--- src/rtl/redmule_mesh_pkg.sv ---
// Shared types and helpers for the RedMulE mesh launch/completion controller.
package redmule_mesh_pkg;

    localparam int unsigned MESH_N_X = 2;

    typedef enum logic [2:0] {
        ST_IDLE   = 3'd0,
        ST_ENABLE = 3'd1,
        ST_LAUNCH = 3'd2,
        ST_RUN    = 3'd3,
        ST_DONE   = 3'd4
    } mesh_ctrl_state_e;

    typedef logic [31:0] hartid_t;

    // Row-major tile index: i = y * n_x + x.
    function automatic int unsigned tile_idx(input int unsigned x,
                                             input int unsigned y,
                                             input int unsigned n_x = MESH_N_X);
        return y * n_x + x;
    endfunction

endpackage

--- src/rtl/redmule_mesh_sleep_filter.sv ---
// Per-tile core_sleep filter: counts consecutive sleep cycles once the tile is
// fetching and raises a sticky done flag after SLEEP_FILTER of them.
module redmule_mesh_sleep_filter #(
    parameter int unsigned SLEEP_FILTER = 8
) (
    input  logic clk_i,
    input  logic rst_ni,
    input  logic clr_i,
    input  logic flush_i,
    input  logic en_i,
    input  logic sleep_i,
    output logic done_o
);

    localparam int unsigned FW = $clog2(SLEEP_FILTER + 1);

    logic [FW-1:0] r_cnt;
    logic          r_done;
    logic          w_hit;

    assign w_hit  = en_i && sleep_i && (r_cnt == FW'(SLEEP_FILTER - 1));
    assign done_o = r_done;

    // Run-length counter with saturation; a start clears the sticky flag, an abort only the count.
    always_ff @(posedge clk_i or negedge rst_ni) begin
        if (!rst_ni) begin
            r_cnt  <= {FW{1'b0}};
            r_done <= 1'b0;
        end else begin
            if (clr_i || flush_i) begin
                r_cnt <= {FW{1'b0}};
            end else if (en_i && sleep_i) begin
                if (r_cnt != FW'(SLEEP_FILTER)) begin
                    r_cnt <= r_cnt + FW'(1);
                end
            end else begin
                r_cnt <= {FW{1'b0}};
            end

            if (clr_i) begin
                r_done <= 1'b0;
            end else if (w_hit) begin
                r_done <= 1'b1;
            end
        end
    end

endmodule

--- src/rtl/redmule_mesh_ctrl.sv ---
// Per-tile launch and completion controller for an N_TILES_X x N_TILES_Y RedMulE mesh.
// Define REDMULE_MESH_CTRL_PERF_EN to capture per-tile completion cycle counts.
module redmule_mesh_ctrl
    import redmule_mesh_pkg::*;
#(
    parameter int unsigned N_TILES_X      = 2,
    parameter int unsigned N_TILES_Y      = 2,
    parameter int unsigned STAGGER_CYCLES = 4,
    parameter int unsigned SLEEP_FILTER   = 8,
    parameter hartid_t     HARTID_BASE    = 32'd0,
    parameter int unsigned CNT_W          = 32,
    localparam int unsigned N_TILES       = N_TILES_X * N_TILES_Y
) (
    input  logic                              clk_i,
    input  logic                              rst_ni,
    input  logic                              start_i,
    input  logic                              abort_i,
    input  logic [N_TILES-1:0]                tile_mask_i,
    input  logic [CNT_W-1:0]                  timeout_i,
    input  logic [N_TILES-1:0]                core_sleep_i,
    output logic [N_TILES-1:0]                tile_enable_o,
    output logic [N_TILES-1:0]                fetch_enable_o,
    output hartid_t [N_TILES-1:0]             mhartid_o,
    output logic                              busy_o,
    output logic                              done_o,
    output logic                              timeout_o,
    output logic [N_TILES-1:0]                done_mask_o,
    output logic [CNT_W-1:0]                  cycles_o,
    output logic [N_TILES-1:0][CNT_W-1:0]     tile_cycles_o
);

    localparam int unsigned STG_W = (STAGGER_CYCLES > 1) ? $clog2(STAGGER_CYCLES) : 1;

    mesh_ctrl_state_e   r_state;
    mesh_ctrl_state_e   w_next;
    logic [N_TILES-1:0] r_mask;
    logic [N_TILES-1:0] r_pending;
    logic [N_TILES-1:0] r_tile_en;
    logic [N_TILES-1:0] r_fetch_en;
    logic [CNT_W-1:0]   r_timeout;
    logic [CNT_W-1:0]   r_cycles;
    logic [STG_W-1:0]   r_stag;
    logic               r_busy;
    logic               r_done;
    logic               r_timeout_flag;

    logic [N_TILES-1:0] w_done_mask;
    logic [N_TILES-1:0] w_low;
    logic               w_busy;
    logic               w_next_busy;
    logic               w_next_fetch;
    logic               w_complete;
    logic               w_all_launched;
    logic               w_stag_hit;
    logic               w_tmo;
    logic               w_accept;
    logic               w_launch;
    logic               w_done_entry;
    logic               w_tmo_hit;

    // Lowest still-pending tile is the next one to launch; unmasked tiles never enter pending.
    assign w_low          = r_pending & (~r_pending + N_TILES'(1));
    assign w_busy         = (r_state == ST_ENABLE) || (r_state == ST_LAUNCH) || (r_state == ST_RUN);
    assign w_next_busy    = (w_next == ST_ENABLE) || (w_next == ST_LAUNCH) || (w_next == ST_RUN);
    assign w_next_fetch   = (w_next == ST_LAUNCH) || (w_next == ST_RUN);
    assign w_complete     = (w_done_mask == r_mask);
    assign w_all_launched = (r_pending == {N_TILES{1'b0}});
    assign w_stag_hit     = (r_stag == STG_W'(STAGGER_CYCLES - 1));
    assign w_tmo          = (r_timeout != {CNT_W{1'b0}}) && (r_cycles == r_timeout - CNT_W'(1));

    // Next-state and event decode; completion takes precedence over timeout.
    always_comb begin
        w_next       = r_state;
        w_accept     = 1'b0;
        w_launch     = 1'b0;
        w_done_entry = 1'b0;
        w_tmo_hit    = 1'b0;
        if (abort_i) begin
            w_next = ST_IDLE;
        end else begin
            case (r_state)
                ST_IDLE, ST_DONE: begin
                    if (start_i) begin
                        w_accept = 1'b1;
                        if (tile_mask_i == {N_TILES{1'b0}}) begin
                            w_next       = ST_DONE;
                            w_done_entry = 1'b1;
                        end else begin
                            w_next = ST_ENABLE;
                        end
                    end else begin
                        w_next = r_state;
                    end
                end
                ST_ENABLE: begin
                    if (w_tmo) begin
                        w_next       = ST_DONE;
                        w_done_entry = 1'b1;
                        w_tmo_hit    = 1'b1;
                    end else begin
                        w_next   = ST_LAUNCH;
                        w_launch = 1'b1;
                    end
                end
                ST_LAUNCH: begin
                    if (w_all_launched && w_complete) begin
                        w_next       = ST_DONE;
                        w_done_entry = 1'b1;
                    end else if (w_tmo) begin
                        w_next       = ST_DONE;
                        w_done_entry = 1'b1;
                        w_tmo_hit    = 1'b1;
                    end else if (w_all_launched) begin
                        w_next = ST_RUN;
                    end else if (w_stag_hit) begin
                        w_launch = 1'b1;
                    end else begin
                        w_next = r_state;
                    end
                end
                ST_RUN: begin
                    if (w_complete) begin
                        w_next       = ST_DONE;
                        w_done_entry = 1'b1;
                    end else if (w_tmo) begin
                        w_next       = ST_DONE;
                        w_done_entry = 1'b1;
                        w_tmo_hit    = 1'b1;
                    end else begin
                        w_next = r_state;
                    end
                end
                default: begin
                    w_next = ST_IDLE;
                end
            endcase
        end
    end

    // State register.
    always_ff @(posedge clk_i or negedge rst_ni) begin
        if (!rst_ni) begin
            r_state <= ST_IDLE;
        end else begin
            r_state <= w_next;
        end
    end

    // Launch bookkeeping, enables, run counter and status flags.
    always_ff @(posedge clk_i or negedge rst_ni) begin
        if (!rst_ni) begin
            r_mask         <= {N_TILES{1'b0}};
            r_pending      <= {N_TILES{1'b0}};
            r_timeout      <= {CNT_W{1'b0}};
            r_tile_en      <= {N_TILES{1'b0}};
            r_fetch_en     <= {N_TILES{1'b0}};
            r_stag         <= {STG_W{1'b0}};
            r_cycles       <= {CNT_W{1'b0}};
            r_busy         <= 1'b0;
            r_done         <= 1'b0;
            r_timeout_flag <= 1'b0;
        end else begin
            if (w_accept) begin
                r_mask    <= tile_mask_i;
                r_timeout <= timeout_i;
                r_pending <= tile_mask_i;
            end else if (w_launch) begin
                r_pending <= r_pending & ~w_low;
            end

            r_tile_en  <= w_next_busy ? (w_accept ? tile_mask_i : r_mask) : {N_TILES{1'b0}};
            r_fetch_en <= w_next_fetch ? (r_fetch_en | (w_launch ? w_low : {N_TILES{1'b0}}))
                                       : {N_TILES{1'b0}};
            r_stag     <= (w_launch || (r_state != ST_LAUNCH)) ? {STG_W{1'b0}} : r_stag + STG_W'(1);

            // An abort freezes the run counter along with the other status outputs.
            if (w_accept) begin
                r_cycles <= {CNT_W{1'b0}};
            end else if (w_busy && !abort_i && (r_cycles != {CNT_W{1'b1}})) begin
                r_cycles <= r_cycles + CNT_W'(1);
            end

            if (w_accept) begin
                r_timeout_flag <= 1'b0;
            end else if (w_tmo_hit) begin
                r_timeout_flag <= 1'b1;
            end

            r_busy <= w_next_busy;
            r_done <= w_done_entry;
        end
    end

    for (genvar gi = 0; gi < N_TILES; gi++) begin : g_filter
        redmule_mesh_sleep_filter #(
            .SLEEP_FILTER (SLEEP_FILTER)
        ) u_filter (
            .clk_i   (clk_i),
            .rst_ni  (rst_ni),
            .clr_i   (w_accept),
            .flush_i (abort_i),
            .en_i    (r_fetch_en[gi]),
            .sleep_i (core_sleep_i[gi]),
            .done_o  (w_done_mask[gi])
        );
    end

    for (genvar gy = 0; gy < N_TILES_Y; gy++) begin : g_hart_y
        for (genvar gx = 0; gx < N_TILES_X; gx++) begin : g_hart_x
            assign mhartid_o[tile_idx(gx, gy, N_TILES_X)] =
                HARTID_BASE + hartid_t'(tile_idx(gx, gy, N_TILES_X));
        end
    end

`ifdef REDMULE_MESH_CTRL_PERF_EN
    logic [N_TILES-1:0][CNT_W-1:0] r_tile_cycles;
    logic [N_TILES-1:0]            r_seen;

    // Timestamp each tile on the first cycle its done flag is visible.
    always_ff @(posedge clk_i or negedge rst_ni) begin
        if (!rst_ni) begin
            r_tile_cycles <= {(N_TILES*CNT_W){1'b0}};
            r_seen        <= {N_TILES{1'b0}};
        end else begin
            r_seen <= w_done_mask;
            for (int i = 0; i < N_TILES; i++) begin
                if (w_accept) begin
                    r_tile_cycles[i] <= {CNT_W{1'b0}};
                end else if (w_done_mask[i] && !r_seen[i]) begin
                    r_tile_cycles[i] <= r_cycles;
                end
            end
        end
    end

    assign tile_cycles_o = r_tile_cycles;
`else
    assign tile_cycles_o = {(N_TILES*CNT_W){1'b0}};
`endif

    assign tile_enable_o  = r_tile_en;
    assign fetch_enable_o = r_fetch_en;
    assign busy_o         = r_busy;
    assign done_o         = r_done;
    assign timeout_o      = r_timeout_flag;
    assign done_mask_o    = w_done_mask;
    assign cycles_o       = r_cycles;

endmodule
--- config.mk ---
export PLATFORM = sky130hd
export DESIGN_NAME = redmule_mesh_ctrl
export DESIGN_NICKNAME = d
export VERILOG_FILES = /design/src/rtl/redmule_mesh_pkg.sv /design/src/rtl/redmule_mesh_sleep_filter.sv /design/src/rtl/redmule_mesh_ctrl.sv
export SDC_FILE = /design/constraint.sdc
export NUM_CORES = 1
export LEC_CHECK = 0
export CAP_MARGIN = 20
export CORE_ASPECT_RATIO = 1.4
export CORE_MARGIN = 5
export CORE_UTILIZATION = 46
export CTS_CLUSTER_SIZE = 24
export DETAILED_ROUTE_END_ITERATION = 10
export PLACE_DENSITY = 0.84
export SYNTH_ARGS = -nofsm -noshare
export SYNTH_HDL_FRONTEND = slang
export SYNTH_HIERARCHICAL = 1
export SYNTH_SLANG_ARGS = --single-unit
export TNS_END_PERCENT = 20
--- constraint.sdc ---
create_clock -name clk_i -period 5 [get_ports clk_i]
set_input_delay 1 -clock clk_i [delete_from_list [all_inputs] [get_ports clk_i]]
set_output_delay 1 -clock clk_i [all_outputs]
set_load 0.01 [all_outputs]
==> metrics.csv <==
stage;metric;value;unit
worst_hold_path;Hold EP;timeout_o;
clock_network;CTS buffer count;9;
logic_synthesis;register area share after synthesis;33.2;%
drt;initial DRC count;257;
logic_synthesis;Post-synth EDFFs;0;
critical_path;Worst R2R End;busy_o;
timing;RSZ-0062 raised after global routing;no;
global_routing;vias in the first global route;5714;
drt;Post-Route WL;19.0;mm
die;io pins;347;
drt;drt wl/cell;14.7;um
die;Die X-Extent;122;um
logic_synthesis;#FFs+latches synth;108;
drt;Pre-Repair DR Iteration Count;7;
logic_synthesis;share of the synthesized area in the top cell type;33.2;%
clock_network;CTS H-tree lvls;3;
critical_path;critical path fanouts, max;19;
critical_path;Worst R2R Setup Slack;1.07;ns
power_and_ir_drop;PwrDens;297;nW/um^2
logic_synthesis;Yosys warning count;6;
global_routing;largest net degree at the start of global routing;79;
logic_synthesis;ys flop type;dfrtp_1;
logic_synthesis;ys async rst share;100;%
clock_network;CTS max path bufs;2;
die;Die Span Y;167;um
logic_synthesis;adder-cell area share of the yosys netlist;1.69;%
die;num rows;57;
drt;Antenna Violating Nets Remaining;0;
cells_and_area;ANT cells;0;
timing;Final WS setup;1.07;ns
power_and_ir_drop;Max IR drop VDD;156;uV
drt;vias per cell;4.80;
logic_synthesis;largest area contributor in the netlist;dfrtp_1;
logic_synthesis;post-synthesis simple-gate area fraction;21.7;%
critical_path;Critical Path Source Type;flip-flop;
flow_run;Max-cap violations;0;
placed_design;Placed Instances;1273;
logic_synthesis;syn avg cell area;8.35;um^2
outcome;status;completed;
die;Core ar.;17400;um^2
timing;fin crit period;3.93;ns
timing;Post-Route Skew;0.00931;ns
placed_design;HPWL Detailed;14.9;mm
global_routing;first-pass GRT wire length;28.4;mm
die;die area;20500;um^2
critical_path;reg-to-reg startpoint;r_timeout[0];
cells_and_area;share of layout cells above drive strength 1;3.99;%
logic_synthesis;Post-Syn Area;8150;um^2
clock_network;Hold Buf Count CTS;0;
drt;# DRC;0;
critical_path;CP endpoint kind;flip-flop;
logic_synthesis;most area-consuming cells after synthesis;dfrtp_1 33%, buf_4 24%, nand2_1 6.2%;
timing;setup TNS;0;ns
power_and_ir_drop;Leakage;4.04;nW
worst_hold_path;HP Class;reg2reg;
timing;Least-Margin Pin Slew;0.878;ns
timing;fin. max-slew vios;0;
logic_synthesis;post-synthesis mux area share;1.24;%
drt;total number of vias;6176;
cells_and_area;Finished Layout Cells;1288;
worst_hold_path;Hold Startpoint;timeout_o;
critical_path;Setup CP Type;reg2reg;
logic_synthesis;post-synthesis compound-gate area fraction;7.48;%
logic_synthesis;synthesized instance count;976;
timing;crit share post-route;78.5;%
placed_design;Place WS;1.19;ns
power_and_ir_drop;Total Power;2.54;mW
clock_network;clock slew at reported path FFs;0.07;ns
timing;Relative slew margins;41.4;%
timing;Fin. Hold Viols;0;
clock_network;setup repair bufs after CTS;0;
clock_network;post_cts resized;0;
cells_and_area;Area Overhead vs Synth;4.85;%
placed_design;IO Port Bufs;90;
worst_hold_path;hold path depth;1;
clock_network;later-pin clock latency in the skew report;0.35;ns
logic_synthesis;XOR/XNOR Fraction of Synth Area;8.28;%
global_routing;initial antenna violation count;0;
critical_path;Crit path required time;5.19;ns
global_routing;gr ovfl total;0;
critical_path;reg2reg path depth;10;
timing;Fin Hold WS;0.527;ns
timing;# setup viols final;0;
critical_path;Critical path origin;r_timeout[0];
global_routing;All-Layer GR Usage;17.4;%
placed_design;Final Wtd Congestion;0.931;
timing;FMAX;255;MHz
logic_synthesis;largest family of logic cells by synthesized area;buffers and inverters;
cells_and_area;Nets;1103;
die;Initial Util;46.8;%
logic_synthesis;synth unique cells;63;
critical_path;critical path arrival;4.12;ns
clock_network;CTS Root Cell;clkbuf_16;
clock_network;TritonCTS clock tree;built;
clock_network;clock sinks;108;
## power breakdown
group	leakage, nW	internal [mW]	total (mW)	switching (mW)
Sequential	1.44	0.979	1.15	0.167
Combinational	2.46	0.269	0.704	0.434
Clock	0.140	0.357	0.690	0.333
## worst max-delay path by stage
stage / cells after the start / slack (ns) / endpoint
final: 10 / 1.07 / busy_o
after global routing: 10 / 0.84 / r_state[0]
after CTS: 10 / 1.18 / busy_o
after detailed placement: 10 / 1.19 / busy_o
after global placement: 10 / 1.34 / fetch_enable_o[0]
after floorplan: 12 / 1.96 / busy_o
## stage by stage
stage / utilization, % / cell area [um^2]
floorplan: - / 9100
finish: 49.1 / 8540
CTS: 49.1 / 8540
detailed placement: 47.5 / 8260
global route: 49.1 / 8540
global placement: 47.5 / 8260
## kinds of logic (layout without fill, tap and decap cells)
| family | after synthesis | in the layout |
|---|---|---|
| AO/OA/AOI/OAI | 91 | 91 |
| multiplexers | 10 | 10 |
| AND/OR/NAND/NOR | 368 | 368 |
| XOR/XNOR | 77 | 77 |
| adder cells (fa/ha/maj) | 11 | 11 |
| buffers and inverters | 309 | 131 |
| other | 2 | 256 |
| flip-flops | 108 | 108 |
## cells in the final DEF, fill, tap and decap left out, types with 5 or more instances in the layout
master / instances
clkdlybuf4s50_1: 89
clkbuf_16: 9
nand3_1: 33
nand2b_1: 7
o21ai_0: 14
a31o_2: 5
and3_1: 8
nor3_1: 22
a21oi_1: 28
a31oi_1: 11
a211oi_1: 5
inv_1: 21
nand2_1: 135
xor2_1: 33
and4_1: 7
nand4_1: 13
mux2i_1: 9
or3_1: 13
dfrtp_1: 108
nor2_1: 84
xnor2_1: 44
nor4_1: 13
or4_1: 6
conb_1: 256
ha_1: 11
buf_4: 5
## sequential cells by signal, summed over array words and instances (netlist names)
signal                    cells
timeout_o                     1
r_stag                        2
tile_enable_o                 4
busy_o                        1
r_timeout                    32
fetch_enable_o                4
g_filter.u_filter/done_o      4
cycles_o                     32
g_filter.u_filter/r_cnt      16
r_mask                        4
r_pending                     4
done_o                        1
r_state                       3
## cell usage after synthesis, drive strengths merged, types with 15 or more instances
cell type  instances
inv               22
xor2              33
o21ai             15
xnor2             44
dfrtp            108
nor2              84
a21oi             28
nand3             33
buf              264
clkbuf            23
nand2            135
nor3              22
## layout make-up
cell class / instances / area [um^2]
clock buffers: 10 / 239
clock inverters: 5 / 43.8
fillers: 1679 / 8860
inverters: 22 / 82.6
multi-input cells: 813 / 4250
flip-flops and latches: 108 / 2700
well taps: 236 / 295
repair buffers: 94 / 928
## worst max-delay path, cell delays in order, from the launching register on
cell and delay, ns:
dfrtp_1 0.43, inv_1 0.09, ha_1 0.23, or3b_2 0.49, nor2_1 0.49, nand4b_1 0.18, a2111oi_0 0.41, nor4b_1 0.36
o2111a_1 0.25, and2_1 0.64, a31oi_1 0.18
## routing by layer
metal	track usage (%)	vias up	wire length [um]
met3	3.98	48	1870
met5	0	-	0
met4	7.07	0	563
met1	18.8	2907	6480
met2	32.1	331	10100
li1	-	2890	-
(Power assumes the default switching activity.)
==> RTL edit: new RTL, config.mk and constraints unchanged <==
Encoding of `mesh_ctrl_state_e`: now Gray code (3 bits for 5 states).
--- a/src/rtl/redmule_mesh_pkg.sv
+++ b/src/rtl/redmule_mesh_pkg.sv
@@ -4,11 +4,11 @@
     localparam int unsigned MESH_N_X = 2;
 
     typedef enum logic [2:0] {
-        ST_IDLE   = 3'd0,
-        ST_ENABLE = 3'd1,
-        ST_LAUNCH = 3'd2,
-        ST_RUN    = 3'd3,
-        ST_DONE   = 3'd4
+        ST_IDLE   = 3'b000,
+        ST_ENABLE = 3'b001,
+        ST_LAUNCH = 3'b011,
+        ST_RUN    = 3'b010,
+        ST_DONE   = 3'b110
     } mesh_ctrl_state_e;
 
     typedef logic [31:0] hartid_t;
Formal check against the unedited RTL: same outputs for any inputs over 4 cycles, from zero or initial values and one cycle with rst_ni low; so few cycles prove little.
==> RTL edit against the original RTL <==
Worst hold slack got worse by 0.056 ns; clock power is 2% lower; area after synthesis down 1.3%; critical endpoint is now r_pending[3]$_DFFE_PN0P_; wire length down 5.4%; first-iteration DRC count is 5.4% higher; setup slack improved by 0.20 ns; total power rose by 0.55%; clock skew fell by 0.0030 ns; largest cell class unchanged; sequential cell count unchanged; final area is 0.86% lower; global-route usage fell by 0.47 points.
==> RTL edit: results (changes against the original RTL) <==
Run status
  – Status: finished clean

Synthesis
  – Syn Area/Cell: 9.302 um^2 (+11%)
  – Synth Area in Compound Gates: 5.349% (-2.1 points)
  – Mux contribution to synthesized area: 6.251% (+5.0 points)
  – Seq/Total Area, Yosys: 33.59% (+0.42 points)
  – Adder-cell share of the synthesized area: 1.710% (+0.022 points)
  – Top post-synthesis cells by area: dfrtp_1 (34%), buf_4 (24%), xor2_1 (4.9%)
  – Synth Area in XOR/XNOR: 9.143% (+0.87 points)
  – Synth unique cells: 64 (+1.6%)

Global route
  – GRT Util Overall: 16.93% (-0.47 points)
  – First-pass GRT wire length: 27300 um (-3.9%)
  – Largest net degree at the start of global routing: 87 (+10%)
  – Initial antenna violation count: 1 (+1)

Min path
  – Worst hold endpoint: r_stag[0]$_DFF_PN0_

Placement
  – Dpl hpwl: 14420 um (-3.4%)

Layout
  – Clkbuf count: 12 (+2)
  – Fillers: 1643 (-2.1%)
  – Final core utilization: 49.08% (about the same)
  – Area occupied by multi-input gates: 4182 um^2 (-1.7%)
  – #MultiIn Comb: 716 (-12%)
  – Number of non-clock buffers in the layout: 95 (+1.1%)
  – Layout clock area frac: 3.294% (-0.015 points)

Setup path
  – Critical path's slowest cell: a2111oi_0
  – Critical R2R Capture: r_pending[3]$_DFFE_PN0P_
  – Reg2reg setup slack: 1.27 ns (+0.20 ns)

Detailed routing
  – Pre-antenna DRT Iters: 5 (-2)
  – Vias: 5618 (-9.0%)

Power
  – Leak: 3.822 nW (-5.5%)
  – P_clk: 0.676 mW (-2%)
  – P_sw: 0.8790 mW (-5.9%)

Timing
  – Worst-Margin Slew: 0.8924 ns (+0.01404 ns)
## RTL edit: metal layers
layer | vias up | share of wire, % | GRT usage, %
li1 | 2584 | - | -
met2 | 302 | 53 | 30.63
met4 | 2 | 2.7 | 6.338
met5 | - | 0.078 | 0
met3 | 40 | 10 | 4.919
met1 | 2690 | 33 | 18.44
## RTL edit: worst max path at each step
stage | start | end | slack [ns]
floorplan | r_timeout[18]$_DFFE_PN0P_ | r_pending[3]$_DFFE_PN0P_ | 1.69
global placement | abort_i | cycles_o[29]$_DFFE_PN0P_ | 1.28
detailed placement | abort_i | cycles_o[31]$_DFFE_PN0P_ | 1.20
CTS | r_timeout[0]$_DFFE_PN0P_ | r_pending[3]$_DFFE_PN0P_ | 1.29
global route | r_timeout[0]$_DFFE_PN0P_ | tile_enable_o[0]$_DFF_PN0_ | 0.95
finish | r_timeout[0]$_DFFE_PN0P_ | r_pending[3]$_DFFE_PN0P_ | 1.27
